`config.mk`:
```
export PLATFORM = sky130hd
export DESIGN_NAME = id_ex_pipeline_reg
export DESIGN_NICKNAME = d
export VERILOG_FILES = /design/src/rtl/id_ex_pipeline_reg.sv
export SDC_FILE = /design/constraint.sdc
export NUM_CORES = 1
export LEC_CHECK = 0
export CAP_MARGIN = 20
export CORE_MARGIN = 5
export CORE_UTILIZATION = 42
export CTS_CLUSTER_DIAMETER = 120
export DETAILED_ROUTE_END_ITERATION = 12
export PLACE_DENSITY = 0.81
export RECOVER_POWER = 25
export SLEW_MARGIN = 0
export SYNTH_ARGS = -nofsm -noshare
export SYNTH_HDL_FRONTEND = slang
export SYNTH_SLANG_ARGS = --single-unit
```
`constraint.sdc`:
```
create_clock -name i_clk -period 2 [get_ports i_clk]
set_clock_uncertainty 0.2 [all_clocks]
set_input_delay 0.4 -clock i_clk [delete_from_list [all_inputs] [get_ports i_clk]]
set_output_delay 0.4 -clock i_clk [all_outputs]
set_load 0.02 [all_outputs]
```
`src/rtl/id_ex_pipeline_reg.sv`:
```
// ID/EX pipeline register.
// Captures the decoded control word, operand buses and instruction fields from
// the ID stage and presents them to EX one enabled cycle later. Supports a global
// hold (debug freeze), bubble insertion from the hazard unit, and a saturating
// count of inserted bubbles. Control bits pass through as presented; only reset
// and flush force known values.
module id_ex_pipeline_reg #(
  parameter int unsigned BUS_SIZE = 32,
  parameter int unsigned PC_SIZE  = 32,
  parameter int unsigned CNT_SIZE = 16
) (
  input  logic                i_clk,
  input  logic                i_reset_n,
  input  logic                i_enable,
  input  logic                i_flush,
  input  logic                i_halt,
  input  logic [13:0]         i_ctrl_regs,
  input  logic [BUS_SIZE-1:0] i_bus_a,
  input  logic [BUS_SIZE-1:0] i_bus_b,
  input  logic [BUS_SIZE-1:0] i_inm_ext,
  input  logic [PC_SIZE-1:0]  i_next_seq_pc,
  input  logic [4:0]          i_rs,
  input  logic [4:0]          i_rt,
  input  logic [4:0]          i_rd,
  input  logic [4:0]          i_shamt,
  input  logic [5:0]          i_funct,
  output logic [13:0]         o_ctrl_regs,
  output logic [BUS_SIZE-1:0] o_bus_a,
  output logic [BUS_SIZE-1:0] o_bus_b,
  output logic [BUS_SIZE-1:0] o_inm_ext,
  output logic [PC_SIZE-1:0]  o_next_seq_pc,
  output logic [4:0]          o_rs,
  output logic [4:0]          o_rt,
  output logic [4:0]          o_rd,
  output logic [4:0]          o_shamt,
  output logic [5:0]          o_funct,
  output logic                o_valid,
  output logic                o_halt,
  output logic [CNT_SIZE-1:0] o_bubble_count
);

  // Stage register: hold when disabled, else load a bubble or the ID-stage contents
  always_ff @(posedge i_clk or negedge i_reset_n) begin
    if (!i_reset_n) begin
      o_ctrl_regs    <= '0;
      o_bus_a        <= '0;
      o_bus_b        <= '0;
      o_inm_ext      <= '0;
      o_next_seq_pc  <= '0;
      o_rs           <= '0;
      o_rt           <= '0;
      o_rd           <= '0;
      o_shamt        <= '0;
      o_funct        <= '0;
      o_valid        <= 1'b0;
      o_halt         <= 1'b0;
      o_bubble_count <= '0;
    end else if (i_enable) begin
      if (i_flush) begin
        // A zero control word is the NOP: no register/memory write, sequential PC.
        o_ctrl_regs   <= '0;
        o_bus_a       <= '0;
        o_bus_b       <= '0;
        o_inm_ext     <= '0;
        o_next_seq_pc <= '0;
        o_rs          <= '0;
        o_rt          <= '0;
        o_rd          <= '0;
        o_shamt       <= '0;
        o_funct       <= '0;
        o_valid       <= 1'b0;
        o_halt        <= 1'b0;
        if (o_bubble_count != '1) begin
          o_bubble_count <= o_bubble_count + CNT_SIZE'(1);
        end
      end else begin
        o_ctrl_regs   <= i_ctrl_regs;
        o_bus_a       <= i_bus_a;
        o_bus_b       <= i_bus_b;
        o_inm_ext     <= i_inm_ext;
        o_next_seq_pc <= i_next_seq_pc;
        o_rs          <= i_rs;
        o_rt          <= i_rt;
        o_rd          <= i_rd;
        o_shamt       <= i_shamt;
        o_funct       <= i_funct;
        o_valid       <= 1'b1;
        o_halt        <= i_halt;
      end
    end
  end

endmodule

```
### Yosys cells after proc, flatten, opt, wreduce, memory -nomap -nowiden

Index checks and enable logic that the tools add are counted.

| word-level totals | value |
|---|---|
| register bits after elaboration | 186 |
| bits in latches | 0 |
| RAM bits | 0 |
| bits in read-only memories | 0 |
| output and inout port bits | 186 |
| memories | 0 |

| cells by class | value |
|---|---|
| $add $sub $neg | 1 |
| multipliers | 0 |
| divide/modulo/power cells | 0 |
| $lt $le $gt $ge | 0 |
| equal/unequal tests | 1 |
| shifts and indexed selects | 0 |
| mux-type cells | 12 |
| bitwise operators | 0 |
| reduce and logical (&&, ||, !) cells | 1 |

Operator list:

| kind | count |
|---|---|
| 32-bit two-way mux | 4 |
| 5-bit two-way mux | 4 |
| 16-bit by 1-bit adder with 16-bit output (second input constant) | 1 |
| 16-bit inequality test (second input constant) | 1 |
| 14-bit two-way mux | 1 |
| 6-bit two-way mux | 1 |
| 3-bit AND reduction | 1 |
| 1-bit two-way mux | 2 |

### Depth between registers and ports, before layout

Gate-level depths: netlist of run 1.

| logic depth | value |
|---|---|
| word-level depth | 2 |
| mapped depth | 6 |

### Least setup slack after synthesis of run 1

OpenSTA, ideal clock, no wires.

| timing | value |
|---|---|
| kind | reg-to-reg |
| start point | reg o_bubble_count[0] |
| end point | reg o_bubble_count[1] |
| arrival | 1.614 ns |
| required time | 1.672 ns |
| setup slack | 0.059 ns |
| cell stages (with the launch flop) | 6 |
| path buffers | 0 |
| clock period less this slack | 1.941 ns |
| path through | dfrtp_1 ha_1 nand3_2 nor4_4 nor2_1 mux2_1 |

| on the way | value |
|---|---|
| word-level cells in the longest chain between the ends | 2 |
| elaborated cells between the ends (all ways) | 3 |

Ends and longest elaborated chain:

| element | RTL line | RTL |
|---|---|---|
| start: declaration | 39 | `output logic [CNT_SIZE-1:0] o_bubble_count` |
| start signal: assignment | 74 | `o_bubble_count <= o_bubble_count + CNT_SIZE'(1);` |
| branches (longest 2 deep; another with 16-bit by 1-bit adder with 16-bit output) | n/a |  |

Several ways; the timed one is not identified.
A chain may end at the register's enable or synchronous reset.

### Worst setup path after layout of run 1

| timing | value |
|---|---|
| start point | reg o_bubble_count[1] |
| end point | reg o_bubble_count[12] |

The elaborated chain is that of the path after synthesis.

==> results of run 1 <==
cells by family after synthesis:
| group | Yosys count | synth area share |
|---|---|---|
| AO/OA/AOI/OAI | 174 | 0.1145 |
| multiplexers | 1 | 0.001410 |
| AND/OR/NAND/NOR | 197 | 0.1829 |
| buffers and inverters | 215 | 0.1025 |
| flip-flops | 186 | 0.5829 |
| adder cells (fa/ha/maj) | 1 | 0.001567 |
| XOR/XNOR | 13 | 0.01426 |
sequential cells by signal, indices dropped and copies added, names as in the netlist:
signal and cells:
o_bus_a 32, o_bus_b 32, o_inm_ext 32, o_next_seq_pc 32, o_bubble_count 16, o_ctrl_regs 14
o_funct 6, o_rd 5, o_rs 5, o_rt 5, o_shamt 5, o_halt 1
o_valid 1
through the flow:
| stage | setup WS [ns] | util | instance area (um^2) |
|---|---|---|---|
| after global placement | 0.1935 | 0.6362 | 11900 |
| after detailed placement | 0.09522 | 0.6362 | 11900 |
| after floorplan | 0.05892 | - | 7985 |
| after CTS | 0.001114 | 0.6583 | 12310 |
| after global routing | -0.009629 | 0.6573 | 12290 |
| final | 0.08169 | 0.6573 | 12290 |
placed cells by master, fill, tap and decap left out, types with 2 or more instances in the layout:
cell type        instances
clkbuf_1                 3
clkbuf_4                 5
buf_4                   10
nor3_1                   5
clkinvlp_4               3
o21ai_0                160
xnor2_1                  3
clkbuf_16               17
xor2_1                  10
clkbuf_2                 2
nand3b_1               158
a22o_1                  11
dlygate4sd2_1          164
nor2_1                   5
inv_1                  159
nand3_1                  2
a21oi_1                  2
nand2_1                  7
buf_12                   4
clkinv_4                 2
inv_6                    3
bufinv_16                3
clkdlybuf4s50_1        169
nand4_1                  5
nor4_2                   2
dfrtp_1                186
dlymetal6s2s_1          22
timing repair:
| item | CTS | global route |
|---|---|---|
| pin swaps | 0 | 0 |
| endpoints found under the hold margin | 39 | 0 |
| endpoints found under the setup margin | 164 | 30 |
| gates resized for setup | 164 | 25 |
| hold buffers | 1 | 0 |
worst register-to-register path, stage by stage (launching register included):
cell,delay [ns]
dfrtp_1,0.43
ha_2,0.24
nand3_2,0.12
or2_4,0.31
nor4b_2,0.35
xor2_1,0.19
per-layer routing:
| metal | global-route usage | wire length, um | up-vias |
|---|---|---|---|
| met5 | 0 | 0 | - |
| met4 | 0.06605 | 537 | 0 |
| met3 | 0.08676 | 2474 | 37 |
| met2 | 0.3687 | 12000 | 277 |
| met1 | 0.2609 | 9437 | 3224 |
| li1 | - | - | 3248 |
cell type report:
type / count / area, um^2 / area share
Sequential cell: 186 / 4654 / 0.3786
Timing Repair Buffer: 378 / 3620 / 0.2944
Multi-Input combinational cell: 386 / 2522 / 0.2052
Inverter: 159 / 596.8 / 0.04854
Clock buffer: 20 / 446.7 / 0.03633
Tap cell: 234 / 292.8 / 0.02381
Clock inverter: 12 / 161.4 / 0.01313
worst paths after layout:
kind | end | slack, ns | depth (start not counted)
setup / recovery | o_bubble_count[12]$_DFFE_PN0P_ | 0.08 | 5
hold / removal | o_valid$_DFFE_PN0P_ | 0.28 | 1
setup reg to reg | o_bubble_count[12]$_DFFE_PN0P_ | 0.08 | 5
hold reg to reg | o_valid$_DFFE_PN0P_ | 0.28 | 1
max in group asynchronous | o_bus_b[24]$_DFFE_PN0P_ | 0.29 | 3
min in group asynchronous | o_bus_a[16]$_DFFE_PN0P_ | 0.40 | 2
where the power goes:
group	total (mW)	internal, mW	leakage, nW	switching (mW)
Clock	3.50	2.02	0.288	1.49
Combinational	2.00	0.897	3.43	1.10
Sequential	4.33	4.09	2.42	0.237
Total	9.83	7.01	6.13	2.82
==> flow_summary.toml, run 1 <==
[yosys]
synth_area_leaders = "dfrtp_1 (58%), nand3b_1 (15%), o21ai_0 (10%)"
synth_top_area_cell = "dfrtp_1"
syn-num-nets = 961
ys_seq_elements = 186
synth_common_cells = "dfrtp_1 (186), o21ai_0 (160), inv_1 (159), nand3b_1 (158), clkbuf_1 (47)"
yosysWarnings = 0
synthArstFlopShare = 1.000
synth_edf_count = 0
ys.flop_type = "dfrtp_1"
synth-seq-area-share = 0.5829
synth_area_per_cell_um2 = 10.15
synth_top_area_frac = 0.5829
netlist_area_mm2 = 0.007985
synthCells = 787
synth_cell_types = 33
yosysMostFrequentCell = "dfrtp_1"

[grt]
grt_antenna_before_repair = 0
grt_usage = 0.2192
grt_pass1_wl_mm = 38.02
overflow = 0
grt_pass1_vias = 6927
grt_max_degree = 96

[timing]
final-hold-violation-count = 0
fin_crit_sh = 0.9592
worst_pin_slew_ns = 0.8927
setup_viol = 0
drv_slew = 0
whs_ns = 0.2819
period_needed_ns = 1.918
fin_setup_tns_ns = 0
max_freq_mhz = 521.3
relSlewSlack = 0.4027

[setup_path]
critical_path.max_fanout = 7
critical_path_required_ns = 2.14
slowest_stage = "dfrtp_1"
cpPeakStageDelay_ns = 0.43
critical_path.startpoint_type = "flop"
arrival_ns = 2.06
crit_buf_inv = 0
cp_cell_sequence = "ha_2, nand3_2, or2_4, nor4b_2, xor2_1"
critPathLaunch = "o_bubble_count[1]$_DFFE_PN0P_"
path_delay_family = "simple AND/OR/NAND/NOR gates"
cp-end-kind = "flop"
reg2reg_from = "o_bubble_count[1]$_DFFE_PN0P_"
crit_type = "reg2reg"

[drt]
drtAntennaViolNets = 0
drc = 0
vias = 6786
totalWireLength_mm = 24.45
drtIter0Drc = 260
wl_per_cell_um = 17.78
viasPerCell = 4.935
dr.pass1.iters = 6

[power_and_ir_drop]
irDropWorstVdd_mv = 0.5798
power_mw = 9.830
powerDensity_mw_per_mm2 = 799.6
p_leak_nw = 6.135

[run]
drv_cap = 0

[final_layout]
antennaDiodeCount = 0
fin_nets = 1302
syn_to_final_growth_pct = 53.96
drive_above_1_share = 0.05434
stdcell_count = 1375
nFillCells = 1514

[place]
dp.cells = 1342
gp_congestion = 0.7938
hpwlAfterDp_mm = 17.69
io_buffers = 358

[status]
status = "finished clean"

[clock_network]
cts_buffer_depth = 2
cts-htree-levels = 4
clock_latency_ns = 0.42
clk_pin_slew_ns = 0.07
cts_made_buffers = 17
clock_sinks = 186
cts_root_buf = "clkbuf_16"
cts_tree = "done"
cts_setup_buffers = 0

[floorplan]
die_h_um = 147.9
fp-row-count = 50
start_util = 0.4269
core_mm2 = 0.01871
io_pins = 359
dieArea_mm2 = 0.02187
dieWidth_um = 147.9

[worst_hold_path]
hold_path_class = "reg2reg"
min_from = "o_valid$_DFFE_PN0P_"
Note: power is estimated with default switching activity, not from simulation.
==> run 2, diff against run 1 <==
--- a/config.mk
+++ b/config.mk
@@ -10,9 +10,11 @@
 export CORE_UTILIZATION = 42
 export CTS_CLUSTER_DIAMETER = 120
 export DETAILED_ROUTE_END_ITERATION = 12
+export HOLD_SLACK_MARGIN = 0.05
 export PLACE_DENSITY = 0.81
 export RECOVER_POWER = 25
 export SLEW_MARGIN = 0
 export SYNTH_ARGS = -nofsm -noshare
 export SYNTH_HDL_FRONTEND = slang
 export SYNTH_SLANG_ARGS = --single-unit
+export TNS_END_PERCENT = 50
==> results of run 2 <==
The final DEF is identical to that of run 1; final timing and power are the same.
==> run 3, diff against run 2 <==
--- a/config.mk
+++ b/config.mk
@@ -5,7 +5,6 @@
 export SDC_FILE = /design/constraint.sdc
 export NUM_CORES = 1
 export LEC_CHECK = 0
-export CAP_MARGIN = 20
 export CORE_MARGIN = 5
 export CORE_UTILIZATION = 42
 export CTS_CLUSTER_DIAMETER = 120
==> results of run 3 <==
The final DEF is identical to that of run 1; final timing and power are the same.
==> RTL change 1: new RTL, config.mk and constraints of run 2 <==
Change the parameter `BUS_SIZE` from 32 to 64.
--- a/src/rtl/id_ex_pipeline_reg.sv
+++ b/src/rtl/id_ex_pipeline_reg.sv
@@ -6,5 +6,5 @@
 // and flush force known values.
 module id_ex_pipeline_reg #(
-  parameter int unsigned BUS_SIZE = 32,
+  parameter int unsigned BUS_SIZE = 64,
   parameter int unsigned PC_SIZE  = 32,
   parameter int unsigned CNT_SIZE = 16
Ports: changed (6 resized); port bits go from 359 to 551. The function was not compared with the original's and may differ.
==> RTL change 1 against run 2 <==
First-iteration DRC count increased to 2.6 times the old value; wire length increased by 66%; setup slack got worse by 36 ps; design area increased by 52%; die area increased by 48%; area after synthesis increased by 51%; global-route usage increased by 2.3 points; hold slack got worse by 150 ps; count of clock-buffer cells in the layout increased by 21; total power increased by 55%; sequential cell count increased by 96; non-clock buffer count increased by 201; largest cell class unchanged; largest power group unchanged.
==> RTL change 1: results (changes against run 2) <==
[status]
status = complete, no violations

[synth]
yosysSeqAreaShare_pct = 58.4  ; +0.078 points
synth_cell_types = 30  ; -9.1%
synth_xor_area_share_pct = 0.942  ; -0.48 points
synth_compound_area_share_pct = 11.5  ; +0.085 points
synth_nets = 1470  ; +53%
synthAdderAreaFrac_pct = 0.103  ; -0.053 points

[worst_setup_path]
worst_path_largest_cell_delay_ps = 450  ; +20 ps
crit_fanout = 5  ; -2
cp.arrival_ps = 1350  ; -710 ps
reg2reg_slack_ps = 160  ; +80 ps
path_delay_family = flip-flops

[timing]
whs_ps = 127  ; -155 ps
relSlewSlack_pct = 21.2  ; -19 points

[placed_design]
port_buffers = 550  ; +54%
placed_cell_area_mm2 = 0.0181  ; +52%
dp_hpwl_um = 29900  ; +69%
gp_congestion = 0.871  ; +9.7%

[layout]
drive_gt1_share_pct = 5.56  ; +0.12 points
fin_nets = 1993  ; +53%
fillerInstances = 2374  ; +57%

[clock_tree]
cts_made_buffers = 30  ; +13
clk_latency_ps = 550  ; +130 ps

[min_path]
worstHoldPathType = in -> reg

[global_routing]
grt_first_pass_wirelength_um = 63500  ; +67%
met3_usage_pct = 6.93  ; -1.7 points

[power]
swShare_pct = 28.0  ; -0.73 points

## RTL change 1: cell types whose count changed after synthesis, sizes merged, moves of 3 or more
cell           run 2  this run
buf                8        26
nand3b           158       254
inv              159       255
xor2              10        13
xnor2              3         0
clkbuf            48        62
dfrtp            186       282
o21ai            160       256
## RTL change 1: power groups by stage
stage	sequential [mW]	combinational (mW)	clock, mW
after floorplan	7.20	0.701	0
after detailed placement	6.61	3.36	0
after global routing	6.57	3.23	6.10
after global placement	6.59	3.30	0
after CTS	6.50	3.05	5.86
final	6.50	3.00	5.71
## RTL change 1: area by class of cell
cell class / count / area (um^2) / share of cell area (%)
inverter: 255 / 957 / 5.12
clock buffer: 41 / 873 / 4.67
tap: 384 / 480 / 2.57
sequential: 282 / 7060 / 37.8
clock inverter: 14 / 155 / 0.830
multi-input combinational: 575 / 3710 / 19.9
timing repair buffer: 579 / 5450 / 29.1
## RTL change 1: cells by family (layout without fill, tap and decap cells)
logic type,count (synthesis),count (layout)
xor gates and xnor gates,13,13
and+or+nand+nor,290,290
buffers and inverters,343,889
AOI/OAI and AO/OA,270,270
muxes,1,1
DFF,282,282
adders and majority gates,1,1
## RTL change 1: layer usage
metal  vias to the layer above  routed length (um)
li1                       4942                   -
met1                      5059               15300
met2                       417               20400
met3                        84                3090
met4                         0                1690
met5                         -                   0
## RTL change 1: timing repair
item / CTS / global route
endpoints found under the setup margin: 282 / 10
hold buffers: 1 / 0
cloned: 0 / 0
resized for setup: 297 / 11
endpoints found under the hold margin: 282 / 0
## RTL change 1: stage by stage
step	worst slack [ps]	instances	utilization (%)	setup TNS (ps)	power (mW)
final	45.8	2130	65.4	0	15.2
after global routing	-5.33	2130	65.4	-5.33	15.9
after CTS	0.0373	2130	65.8	0	15.4
after detailed placement	90.0	2074	63.3	0	9.97
after global placement	117	2074	63.3	0	9.89
after floorplan	0.325	1200	-	0	7.90
## RTL change 1: final timing paths
check,cells after the start,endpoint,start
hold / removal,4,o_bubble_count[2]$_DFFE_PN0P_,i_enable
setup / recovery,1,o_bubble_count[11],o_bubble_count[11]$_DFFE_PN0P_
max in group asynchronous,3,o_bus_a[36]$_DFFE_PN0P_,i_reset_n
hold reg to reg,1,o_valid$_DFFE_PN0P_,o_valid$_DFFE_PN0P_
min in group asynchronous,2,o_rs[1]$_DFFE_PN0P_,i_reset_n
setup reg to reg,5,o_bubble_count[10]$_DFFE_PN0P_,o_bubble_count[0]$_DFFE_PN0P_
==> RTL change 2: new RTL, settings of run 2 <==
Made on the original files. Register the output `o_rd` once more, with the module's reset; this adds one clock of latency there. The other outputs are not delayed to match.
--- a/src/rtl/id_ex_pipeline_reg.sv
+++ b/src/rtl/id_ex_pipeline_reg.sv
@@ -40,4 +40,6 @@
 );
 
+  logic [4:0] o_rd_s0;
+
   // Stage register: hold when disabled, else load a bubble or the ID-stage contents
   always_ff @(posedge i_clk or negedge i_reset_n) begin
@@ -50,5 +52,5 @@
       o_rs           <= '0;
       o_rt           <= '0;
-      o_rd           <= '0;
+      o_rd_s0        <= '0;
       o_shamt        <= '0;
       o_funct        <= '0;
@@ -66,5 +68,5 @@
         o_rs          <= '0;
         o_rt          <= '0;
-        o_rd          <= '0;
+        o_rd_s0       <= '0;
         o_shamt       <= '0;
         o_funct       <= '0;
@@ -82,5 +84,5 @@
         o_rs          <= i_rs;
         o_rt          <= i_rt;
-        o_rd          <= i_rd;
+        o_rd_s0       <= i_rd;
         o_shamt       <= i_shamt;
         o_funct       <= i_funct;
@@ -91,4 +93,12 @@
   end
 
+  always_ff @(posedge i_clk or negedge i_reset_n) begin
+    if (!i_reset_n) begin
+      o_rd <= '0;
+    end else begin
+      o_rd <= o_rd_s0;
+    end
+  end
+
 endmodule
 
Formal check against the unedited RTL: not equivalent (a bounded check fails within 4 cycles, from zero or initial values and one cycle with i_reset_n low).
==> RTL change 2 against run 2 <==
Design area up 0.22%; wire length down 0.81%; largest power group unchanged; combinational power down 2%; utilization down 0.29 points; synthesized cell count up 0.64%; sequential cell count up 5; total power down 2.1%; register-to-register slack better by 30 ps; setup slack worse by 18 ps; area after synthesis up 1.6%; count of clock-buffer cells in the layout unchanged.
==> RTL change 2: results (changes against run 2) <==
[clock_tree]
cts_made_buffers = 17  ; unchanged
htreeDepth = 4  ; unchanged
cts_buffer_depth = 2  ; unchanged
clk_latency_ps = 420  ; about the same
clockRootBuffer = clkbuf_16

[worst_setup_path]
path_class = reg -> out
path_delay_family = buffers and inverters
reg2reg_slack_ps = 110  ; +30 ps
cpMaxStageDelayCell = clkdlybuf4s50_1
worst_path_largest_cell_delay_ps = 590  ; +160 ps
crit_fanout = 1  ; -6
cp.arrival_ps = 1340  ; -720 ps

[route]
drtIter0Drc = 311  ; +20%
via_count = 6846  ; +0.88%
drtPass1Iterations = 5  ; -1
wl_um = 24300  ; -0.81%

[placed_design]
gp_congestion = 0.834  ; +5.1%
port_buffers = 358  ; unchanged
dp_hpwl_um = 17500  ; -1.1%

[synth]
synth_nets = 966  ; +0.52%
synth_top_cells_by_count = dfrtp_1, o21ai_0, inv_1
synth_cell_types = 33  ; unchanged
ys_warn_count = 0  ; unchanged
synthArstFlopShare_pct = 100  ; unchanged
yosysSeqAreaShare_pct = 58.9  ; +0.64 points
ys_top_cells_by_area = dfrtp_1, nand3b_1, o21ai_0, inv_1, clkbuf_1

[layout]
n_antenna_cell = 0  ; unchanged
drive_gt1_share_pct = 4.81  ; -0.62 points
fillerInstances = 1547  ; +2.2%
fin_nets = 1304  ; +0.15%

[global_routing]
antenna_found_initial = 0  ; unchanged
grt_usage_pct = 21.6  ; -0.37 points
grt_max_degree = 200  ; +110%
grt_first_pass_wirelength_um = 37800  ; -0.56%
grt_pass1_vias = 7009  ; +1.2%

[timing]
whs_ps = 178  ; -104 ps
relSlewSlack_pct = 18.5  ; -22 points

[power]
ir_drop_v = 0.000561  ; -3.2%
p_leak_nw = 6.03  ; -1.8%

[status]
status = complete, no violations

-- RTL change 2: cell types whose count changed in the layout (fill, tap and decap cells not counted), moves of 2 or more --
| cell | change |
|---|---|
| buf_4 | -2 |
| bufinv_16 | -3 |
| clkbuf_1 | +2 |
| clkbuf_4 | -4 |
| clkbuf_8 | +2 |
| clkinvlp_4 | +2 |
| dfrtp_1 | +5 |
| dlygate4sd2_1 | +10 |
| dlymetal6s2s_1 | -11 |
| inv_8 | +3 |
-- RTL change 2: final timing paths --
path,from,to,depth (start not counted)
max in group asynchronous,i_reset_n,o_bus_b[3]$_DFFE_PN0P_,3
max,o_rd[4]$_DFF_PN0_,o_rd[4],1
min,o_rd_s0[0]$_DFFE_PN0P_,o_rd[0]$_DFF_PN0_,0
min in group asynchronous,i_reset_n,o_next_seq_pc[11]$_DFFE_PN0P_,2
min reg2reg,o_rd_s0[0]$_DFFE_PN0P_,o_rd[0]$_DFF_PN0_,0
max reg2reg,o_bubble_count[0]$_DFFE_PN0P_,o_bubble_count[12]$_DFFE_PN0P_,5
-- RTL change 2: per-stage QoR --
step | utilization [%] | worst slack [ps] | instances
global placement | 63.7 | 159 | 1370
floorplan | - | 58.9 | 792
finish | 65.4 | 63.8 | 1403
CTS | 65.5 | 0.0199 | 1403
detailed placement | 63.7 | 49.9 | 1370
global route | 65.4 | 9.37 | 1403
-- RTL change 2: what timing repair did --
item / CTS / global route
endpoints found under the hold margin: 35 / 0
cloned: 0 / 0
resized for setup: 174 / 12
setup buffers: 0 / 0
setup endpoints to repair: 174 / 13
hold buffers: 1 / 0
-- RTL change 2: layer usage --
metal  routed length [um]  track usage, %
met2                11800            35.3
met5                    0               0
met1                 9500            26.1
met4                  648            7.83
met3                 2310            8.14
-- RTL change 2: logic make-up after synthesis --
family                   count (synthesis)  synth area share [%]
AO/OA/AOI/OAI                          174                  11.3
XOR/XNOR                                13                  1.40
adder cells (fa/ha/maj)                  1                 0.154
buffers and inverters                  215                  10.1
flip-flops                             191                  58.9
multiplexers                             1                 0.139
AND/OR/NAND/NOR                        197                  18.0
-- RTL change 2: final cells by class --
cell class / count / area [um^2] / area share (%)
clock inverters: 12 / 103 / 0.833
flip-flops and latches: 191 / 4780 / 38.8
well taps: 260 / 325 / 2.64
inverters: 159 / 597 / 4.84
multi-input cells: 386 / 2510 / 20.4
clock buffers: 20 / 447 / 3.63
repair buffers: 375 / 3560 / 28.9
-- RTL change 2: worst reg2reg max path: stages, from the launching register on --
cell     delay (ps)
dfrtp_1         420
ha_1            230
nand3_2         140
or2_4           320
nor4b_2         320
xor2_1          190
-- RTL change 2: power breakdown --
part	leakage, nW	internal [mW]	switching, mW
combinational	3.29	0.869	1.10
clock	0.255	1.66	1.56
sequential	2.48	4.20	0.241
